## src/rtl/ram_ctrl.sv

```systemverilog
// Request/response front end for an external single-port RAM with combinational read.
// It has a 2-entry response FIFO and a sequencer that zeroes the whole RAM.
module ram_ctrl #(
    parameter int DataWidth = 32,
    parameter int NPos      = 1024,
    parameter int NPosWidth = $clog2(NPos)
) (
    input  logic                 clk_i,
    input  logic                 rst_i,
    input  logic                 req_valid_i,
    output logic                 req_ready_o,
    input  logic                 req_we_i,
    input  logic [NPosWidth-1:0] req_addr_i,
    input  logic [DataWidth-1:0] req_wdata_i,
    output logic                 rsp_valid_o,
    input  logic                 rsp_ready_i,
    output logic                 rsp_we_o,
    output logic [DataWidth-1:0] rsp_rdata_o,
    input  logic                 clr_start_i,
    output logic                 busy_o,
    output logic [NPosWidth-1:0] ram_a_o,
    output logic                 ram_we_o,
    output logic [DataWidth-1:0] ram_wd_o,
    input  logic [DataWidth-1:0] ram_rd_i
);

    typedef enum logic [0:0] {
        ST_IDLE  = 1'b0,
        ST_CLEAR = 1'b1
    } state_t;

    localparam logic [NPosWidth-1:0] LAST_ADDR = NPosWidth'(NPos - 1);

    state_t               r_state;
    state_t               w_state_next;
    logic [NPosWidth-1:0] r_clr_cnt;
    logic [NPosWidth-1:0] w_clr_cnt_next;

    logic [DataWidth-1:0] r_fifo_data [2];
    logic                 r_fifo_we   [2];
    logic                 r_wr_ptr;
    logic                 r_rd_ptr;
    logic [1:0]           r_count;

    logic                 w_fifo_room;
    logic                 w_req_ready;
    logic                 w_push;
    logic                 w_pop;
    logic [NPosWidth-1:0] w_ram_a;
    logic                 w_ram_we;
    logic [DataWidth-1:0] w_ram_wd;
    logic                 w_busy;

    // A full FIFO still has room when its head leaves in the same cycle.
    assign w_fifo_room = (r_count != 2'd2) || (rsp_valid_o && rsp_ready_i);
    assign w_push      = w_req_ready && req_valid_i;
    assign w_pop       = (r_count != 2'd0) && rsp_ready_i;

    // Next-state, clear counter and RAM port steering.
    always_comb begin
        w_state_next   = r_state;
        w_clr_cnt_next = r_clr_cnt;
        w_req_ready    = 1'b0;
        w_ram_a        = req_addr_i;
        w_ram_we       = 1'b0;
        w_ram_wd       = req_wdata_i;
        w_busy         = 1'b0;
        case (r_state)
            ST_IDLE: begin
                w_req_ready = !rst_i && !clr_start_i && w_fifo_room;
                w_ram_we    = w_req_ready && req_valid_i && req_we_i;
                if (clr_start_i) begin
                    w_state_next   = ST_CLEAR;
                    w_clr_cnt_next = '0;
                end else begin
                    w_state_next   = ST_IDLE;
                end
            end
            ST_CLEAR: begin
                w_busy   = 1'b1;
                w_ram_a  = r_clr_cnt;
                w_ram_we = !rst_i;
                w_ram_wd = '0;
                // Stopping on the last index keeps non power-of-two depths in range.
                if (r_clr_cnt == LAST_ADDR) begin
                    w_state_next   = ST_IDLE;
                    w_clr_cnt_next = '0;
                end else begin
                    w_state_next   = ST_CLEAR;
                    w_clr_cnt_next = r_clr_cnt + NPosWidth'(1);
                end
            end
            default: begin
                w_state_next   = ST_IDLE;
                w_clr_cnt_next = '0;
            end
        endcase
    end

    // State and clear counter registers.
    always_ff @(posedge clk_i or posedge rst_i) begin
        if (rst_i) begin
            r_state   <= ST_IDLE;
            r_clr_cnt <= '0;
        end else begin
            r_state   <= w_state_next;
            r_clr_cnt <= w_clr_cnt_next;
        end
    end

    // Response FIFO storage, pointers and occupancy.
    always_ff @(posedge clk_i or posedge rst_i) begin
        if (rst_i) begin
            r_fifo_data <= '{default: '0};
            r_fifo_we   <= '{default: 1'b0};
            r_wr_ptr    <= 1'b0;
            r_rd_ptr    <= 1'b0;
            r_count     <= 2'd0;
        end else begin
            if (w_push) begin
                r_fifo_we[r_wr_ptr]   <= req_we_i;
                r_fifo_data[r_wr_ptr] <= req_we_i ? req_wdata_i : ram_rd_i;
                r_wr_ptr              <= ~r_wr_ptr;
            end
            if (w_pop) begin
                r_rd_ptr <= ~r_rd_ptr;
            end
            r_count <= r_count + 2'(w_push) - 2'(w_pop);
        end
    end

    assign req_ready_o = w_req_ready;
    assign rsp_valid_o = (r_count != 2'd0);
    assign rsp_we_o    = r_fifo_we[r_rd_ptr];
    assign rsp_rdata_o = r_fifo_data[r_rd_ptr];
    assign busy_o      = w_busy;
    assign ram_a_o     = w_ram_a;
    assign ram_we_o    = w_ram_we;
    assign ram_wd_o    = w_ram_wd;

endmodule

```

## config.mk

```make
export PLATFORM = sky130hd
export DESIGN_NAME = ram_ctrl
export DESIGN_NICKNAME = d
export VERILOG_FILES = /design/src/rtl/ram_ctrl.sv
export SDC_FILE = /design/constraint.sdc
export NUM_CORES = 1
export LEC_CHECK = 0
export CAP_MARGIN = 20
export CORE_ASPECT_RATIO = 0.9
export CORE_MARGIN = 5
export CORE_UTILIZATION = 40
export CTS_BUF_LIST = sky130_fd_sc_hd__clkbuf_8
export DETAILED_ROUTE_END_ITERATION = 16
export HOLD_SLACK_MARGIN = 0.05
export PLACE_DENSITY_LB_ADDON = 0.1
export SYNTH_ARGS = -nofsm -noshare
export SYNTH_HDL_FRONTEND = slang
export SYNTH_SLANG_ARGS = --single-unit
export TNS_END_PERCENT = 1
```

## constraint.sdc

```tcl
create_clock -name clk_i -period 3.35 [get_ports clk_i]
set_clock_uncertainty 0.05 [all_clocks]
set_input_delay 0.67 -clock clk_i [delete_from_list [all_inputs] [get_ports clk_i]]
set_output_delay 0.67 -clock clk_i [all_outputs]
set_load 0.01 [all_outputs]
```

======== Yosys cells after proc, flatten, opt, wreduce, memory -nomap -nowiden ========
Cells that the tools add are included.
operators by class
  $add $sub $neg .......................... 3
  $mul .................................... 0
  divide/modulo/power cells ............... 0
  order comparisons ....................... 3
  eq/ne operators ......................... 3
  shift operators ......................... 0
  muxes and demuxes ....................... 24
  bitwise logic cells ..................... 5
  reduce and logical (&&, ||, !) cells .... 11
operators by type and width
  operator               number
  $mux 32                6
  $bwmux 64              1
  $demux 32 s1           1
  $mux 10                3
  $pmux 10 s2            1
  $add 10x1->10 const B  1
  $eq 10x10->1 const B   1
  $mux 1                 8
  $logic_and 1x1->1      7
  $ge 2x2->1 const B     2
  $ne 2x2->1 const B     2
  $not 1->2              2
  $pmux 1 s2             2
  $not 1->1              3
  $add 2x1->2            1
  $bwmux 2               1
  $logic_not 1->1        2
  $lt 2x1->1 const B     1
  $reduce_bool 2->1      1
  $sub 2x1->2            1
  $demux 1 s1            1
  $logic_or 1x1->1       1
word-level totals
  register bits after elaboration ......... 81
  bits in latches ......................... 0
  memory bits (writable) .................. 0
  bits in read-only memories .............. 0
  bits of input ports ..................... 80
  output and inout port bits .............. 79
  word-level logic and storage cells ...... 58
  memories ................................ 0

======== Longest topological paths before layout ========
  depth in word-level cells ............... 8
  gate-level depth with buffers ........... 7
  gate-level depth less buffers ........... 7

======== Worst setup path after synthesis ========
No wires, ideal clock.
  path kind ............................... input-to-output
  start ................................... input port rst_i
  end ..................................... output port req_ready_o
  data arrival time ....................... 2875 ps
  data required time ...................... 2630 ps
  slack ................................... -245 ps
  cell stages on the path ................. 2
  path buffers ............................ 0
  path through ............................ inv_1 -> and3_2
between the ends
  word-level cells in the longest chain between the ends .. 4
RTL lines
  element                         RTL line  RTL
  start, declared                 9         input logic rst_i,
  $logic_not 1->1 (no line)       n/a
  $logic_and 1x1->1 (2 in a row)  70        w_req_ready = !rst_i && !clr_start_i && w_fifo_room;
  $mux 1                          68        case (r_state)
  end, declared                   11        output logic req_ready_o,
No other way between the ends.

======== Worst setup path after layout ========
  start ................................... input port rst_i
  end ..................................... output port ram_we_o
between the ends
  word-level cells in the longest chain between the ends .. 6
RTL lines
  element                         RTL line  RTL
  $logic_not 1->1 (no line) (*)   n/a
  $logic_and 1x1->1 (2 in a row)  70
  $logic_and 1x1->1 (2 in a row)  71        w_ram_we = w_req_ready && req_valid_i && req_we_i;
  $pmux 1 s2 (*)                  68
  end, declared                   22        output logic ram_we_o,
Every way passes the cells marked *; elsewhere a longest branch is shown, timed or not.

==> impl_metrics.yaml <==
status:
  status: "completed"
sta:
  final_hold_viol_count: 0
  slew_violations: 0
  tightest_slew_ns: 0.636
  slew_headroom_pct: 57.6
  period_needed_ns: 3.06
  clock.fmax_mhz: 327
  setup_viol: 0
  timing.final.crit_share_pct: 91.4
  rsz0062_at_grt: "false"
  fin_setup_tns_ns: 0
finish:
  area_growth_syn_to_layout_pct: 43.1
  diodes: 0
  fin_nets: 597
  drive_gt1_share_pct: 33.7
  n_fill_cell: 1001
  multi_input_comb_area_um2: 2360
  ff_latch_area_um2: 2030
  fin_cells: 675
power:
  power_switching_mw: 0.834
  power_leakage_nw: 2.86
  vdd_ir_drop_max_mv: 0.230
  clkPwrFrac_pct: 26.7
  cell_internal_pwr_mw: 2.00
  p_comb_share_pct: 31.1
  switching_share_pct: 29.4
  power_frac_seq_pct: 42.2
  powerDensity_nw_per_um2: 434
placement:
  dp_hpwl_um: 7910
  dp.cells: 658
  gp_congestion: 0.749
  port_buffers: 158
clock_tree:
  htreeDepth: 3
  clk_latency_ns: 0.34
  clock-sinks: 81
  cts_tree: "done"
  cts-root-buf: "clkbuf_8"
  post_cts_buffers: 0
  cts_buffers: 9
  clk_path_buf_depth: 2
  cts_hold_buf: 0
  clkTransAtPathRegs_ns: 0.08
  cts_resized: 0
logic_synthesis:
  syn_nets: 442
  yosysSeqAreaShare_pct: 44.3
  ys_types: 40
  syn_avg_cell_area_um2: 12.7
  ys_warn_count: 0
  synth_largest_area_cell: "dfrtp_1"
  async_flop_share_pct: 100
  netlist_area_um2: 4570
  ys_top_cells_by_area: "dfrtp_1, mux2_2, mux2_4"
  ys_ff_latch: 81
  synth_edf_count: 0
  yosysTopAreaCellShare_pct: 44.3
  synth_cells: 359
  ys.flop_type: "dfrtp_1"
setup_path:
  critPathLaunch: "rst_i"
  cpPeakStageDelay_ns: 0.57
  r2r_start: "r_state$_DFF_PP0_"
  worstSetupEndpointType: "output port"
  cpMaxStageDelayCell: "clkdlybuf4s50_1"
  path_buf_inv: 2
  crit_top_cell: "clkdlybuf4s50_1"
  critPathRequiredTime_ns: 2.63
  crit_path_start_kind: "primary input"
  crit_path_cell_trace: "clkdlybuf4s50_1 > nor4b_4 > nand3_1 > o21ai_0 > clkdlybuf4s50_1"
  critPathTopFamily: "buffers and inverters"
  r2r_setup_slack_ns: 0.99
  critPathKind: "primary input to output port"
  cp_max_fo: 4
  worstPathArrival_ns: 2.34
detailed_routing:
  vias: 3291
  drt_iter0_drc: 156
  wl_per_cell_um: 16.6
  detail_route.vias_per_cell: 4.88
  wl_um: 11200
  drc: 0
  drtAntennaViolNets: 0
  dr.pass1.iters: 6
min_path:
  hold_path_class: "flip-flop to flip-flop"
  hp-start: "r_fifo_data[0]$_DFFE_PP0P_"
global_route:
  track_usage_pct: 16.5
  grt_start_max_net_pins: 82
  overflow: 0
  grt_pass1_vias: 3549
  antenna_found_initial: 1
  grt_pass1_wl_um: 18200
floorplan:
  die_area_um2: 13700
  initial_core_util_pct: 40.5
  die_w_um: 123
  die_h_um: 111
  rows: 37
  core_um2: 11300
  ios: 159
flow_run:
  maxCapViolations: 0
cells by family (layout without fill, tap and decap cells):
logic type / count (synthesis) / in the layout / share of synthesized area [%]
AOI/OAI and AO/OA: 23 / 23 / 3.20
xor gates and xnor gates: 4 / 4 / 0.766
adders and majority gates: 3 / 3 / 0.821
buffers and inverters: 33 / 193 / 4.10
DFF: 81 / 81 / 44.3
muxes: 139 / 139 / 36.7
and+or+nand+nor: 76 / 76 / 10.1
metrics by stage:
step | instance area [um^2] | hold slack, ns | util (%) | total power [mW] | worst slack [ns]
6_report | 6550 | 0.456 | 57.9 | 2.84 | 0.288
3_5_place_dp | 6310 | 0.438 | 55.9 | 2.11 | 0.288
4_1_cts | 6530 | 0.459 | 57.8 | 2.88 | 0.246
5_1_grt | 6550 | 0.469 | 57.9 | 3.00 | 0.132
2_1_floorplan | 4580 | 0.402 | - | 1.71 | 0.312
3_3_place_gp | 6310 | 0.431 | 55.9 | 2.09 | 0.332
worst paths after layout:
path	end	depth (start not counted)
min in group asynchronous	r_count[0]$_DFF_PP0_	3
worst max register to register	r_fifo_data[45]$_DFFE_PP0P_	4
max in group asynchronous	r_state$_DFF_PP0_	4
worst max-delay path	ram_we_o	5
worst min register to register	r_fifo_data[0]$_DFFE_PP0P_	1
worst min-delay path	r_fifo_data[0]$_DFFE_PP0P_	1
power groups by stage:
stage	Combinational (mW)	Clock (mW)	Sequential [mW]
floorplan	0.562	0	1.15
global placement	0.880	0	1.21
detailed placement	0.894	0	1.21
CTS	0.899	0.789	1.19
global route	0.959	0.821	1.22
finish	0.884	0.758	1.20
final cells by class:
type                    count  share of cell area [%]
multi-input cells         245                    36.1
inverters                   7                   0.459
well taps                 156                    2.98
clock buffers              12                    2.52
clock inverters             4                   0.765
flip-flops and latches     81                    31.0
repair buffers            170                    26.2
cell usage in the layout, fill, tap and decap left out, types with 3 or more instances in the layout:
cell type / synthesis / final
clkdlybuf4s50_1: 0 / 157
mux2_2: 108 / 108
dfrtp_1: 81 / 80
nor2b_1: 34 / 34
mux2_4: 30 / 30
nand2_1: 13 / 13
clkbuf_8: 0 / 12
o21ai_0: 8 / 8
buf_4: 0 / 8
nand3_1: 6 / 6
inv_1: 7 / 6
o211ai_1: 4 / 4
buf_12: 3 / 4
a21oi_1: 3 / 3
nand4_1: 3 / 3
clkinvlp_4: 0 / 3
xnor2_1: 3 / 3
ha_1: 3 / 3
metal layers:
layer  track usage (%)  up-vias  share of wire [%]
met3              6.09        8                8.3
met1              21.1     1611                 43
li1                  -     1579                  -
met5                 0        -              0.063
met4              3.28        2               0.76
met2              27.0       91                 48
synthesized netlist by cell type, types with 4 or more instances:
| cell type | instances |
|---|---|
| o21ai_0 | 8 |
| dfrtp_1 | 81 |
| mux2_2 | 108 |
| o211ai_1 | 4 |
| nor2b_1 | 34 |
| buf_2 | 5 |
| inv_1 | 7 |
| nand2_1 | 13 |
| clkbuf_1 | 16 |
| nand3_1 | 6 |
| mux2_4 | 30 |
flip-flops by register name (all words and copies together) (netlist names):
| register | count |
|---|---|
| r_rd_ptr | 1 |
| r_fifo_data | 64 |
| r_count | 2 |
| r_clr_cnt | 10 |
| r_fifo_we | 2 |
| r_state | 1 |
| r_wr_ptr | 1 |
Note: power is estimated with default switching activity, not from simulation.
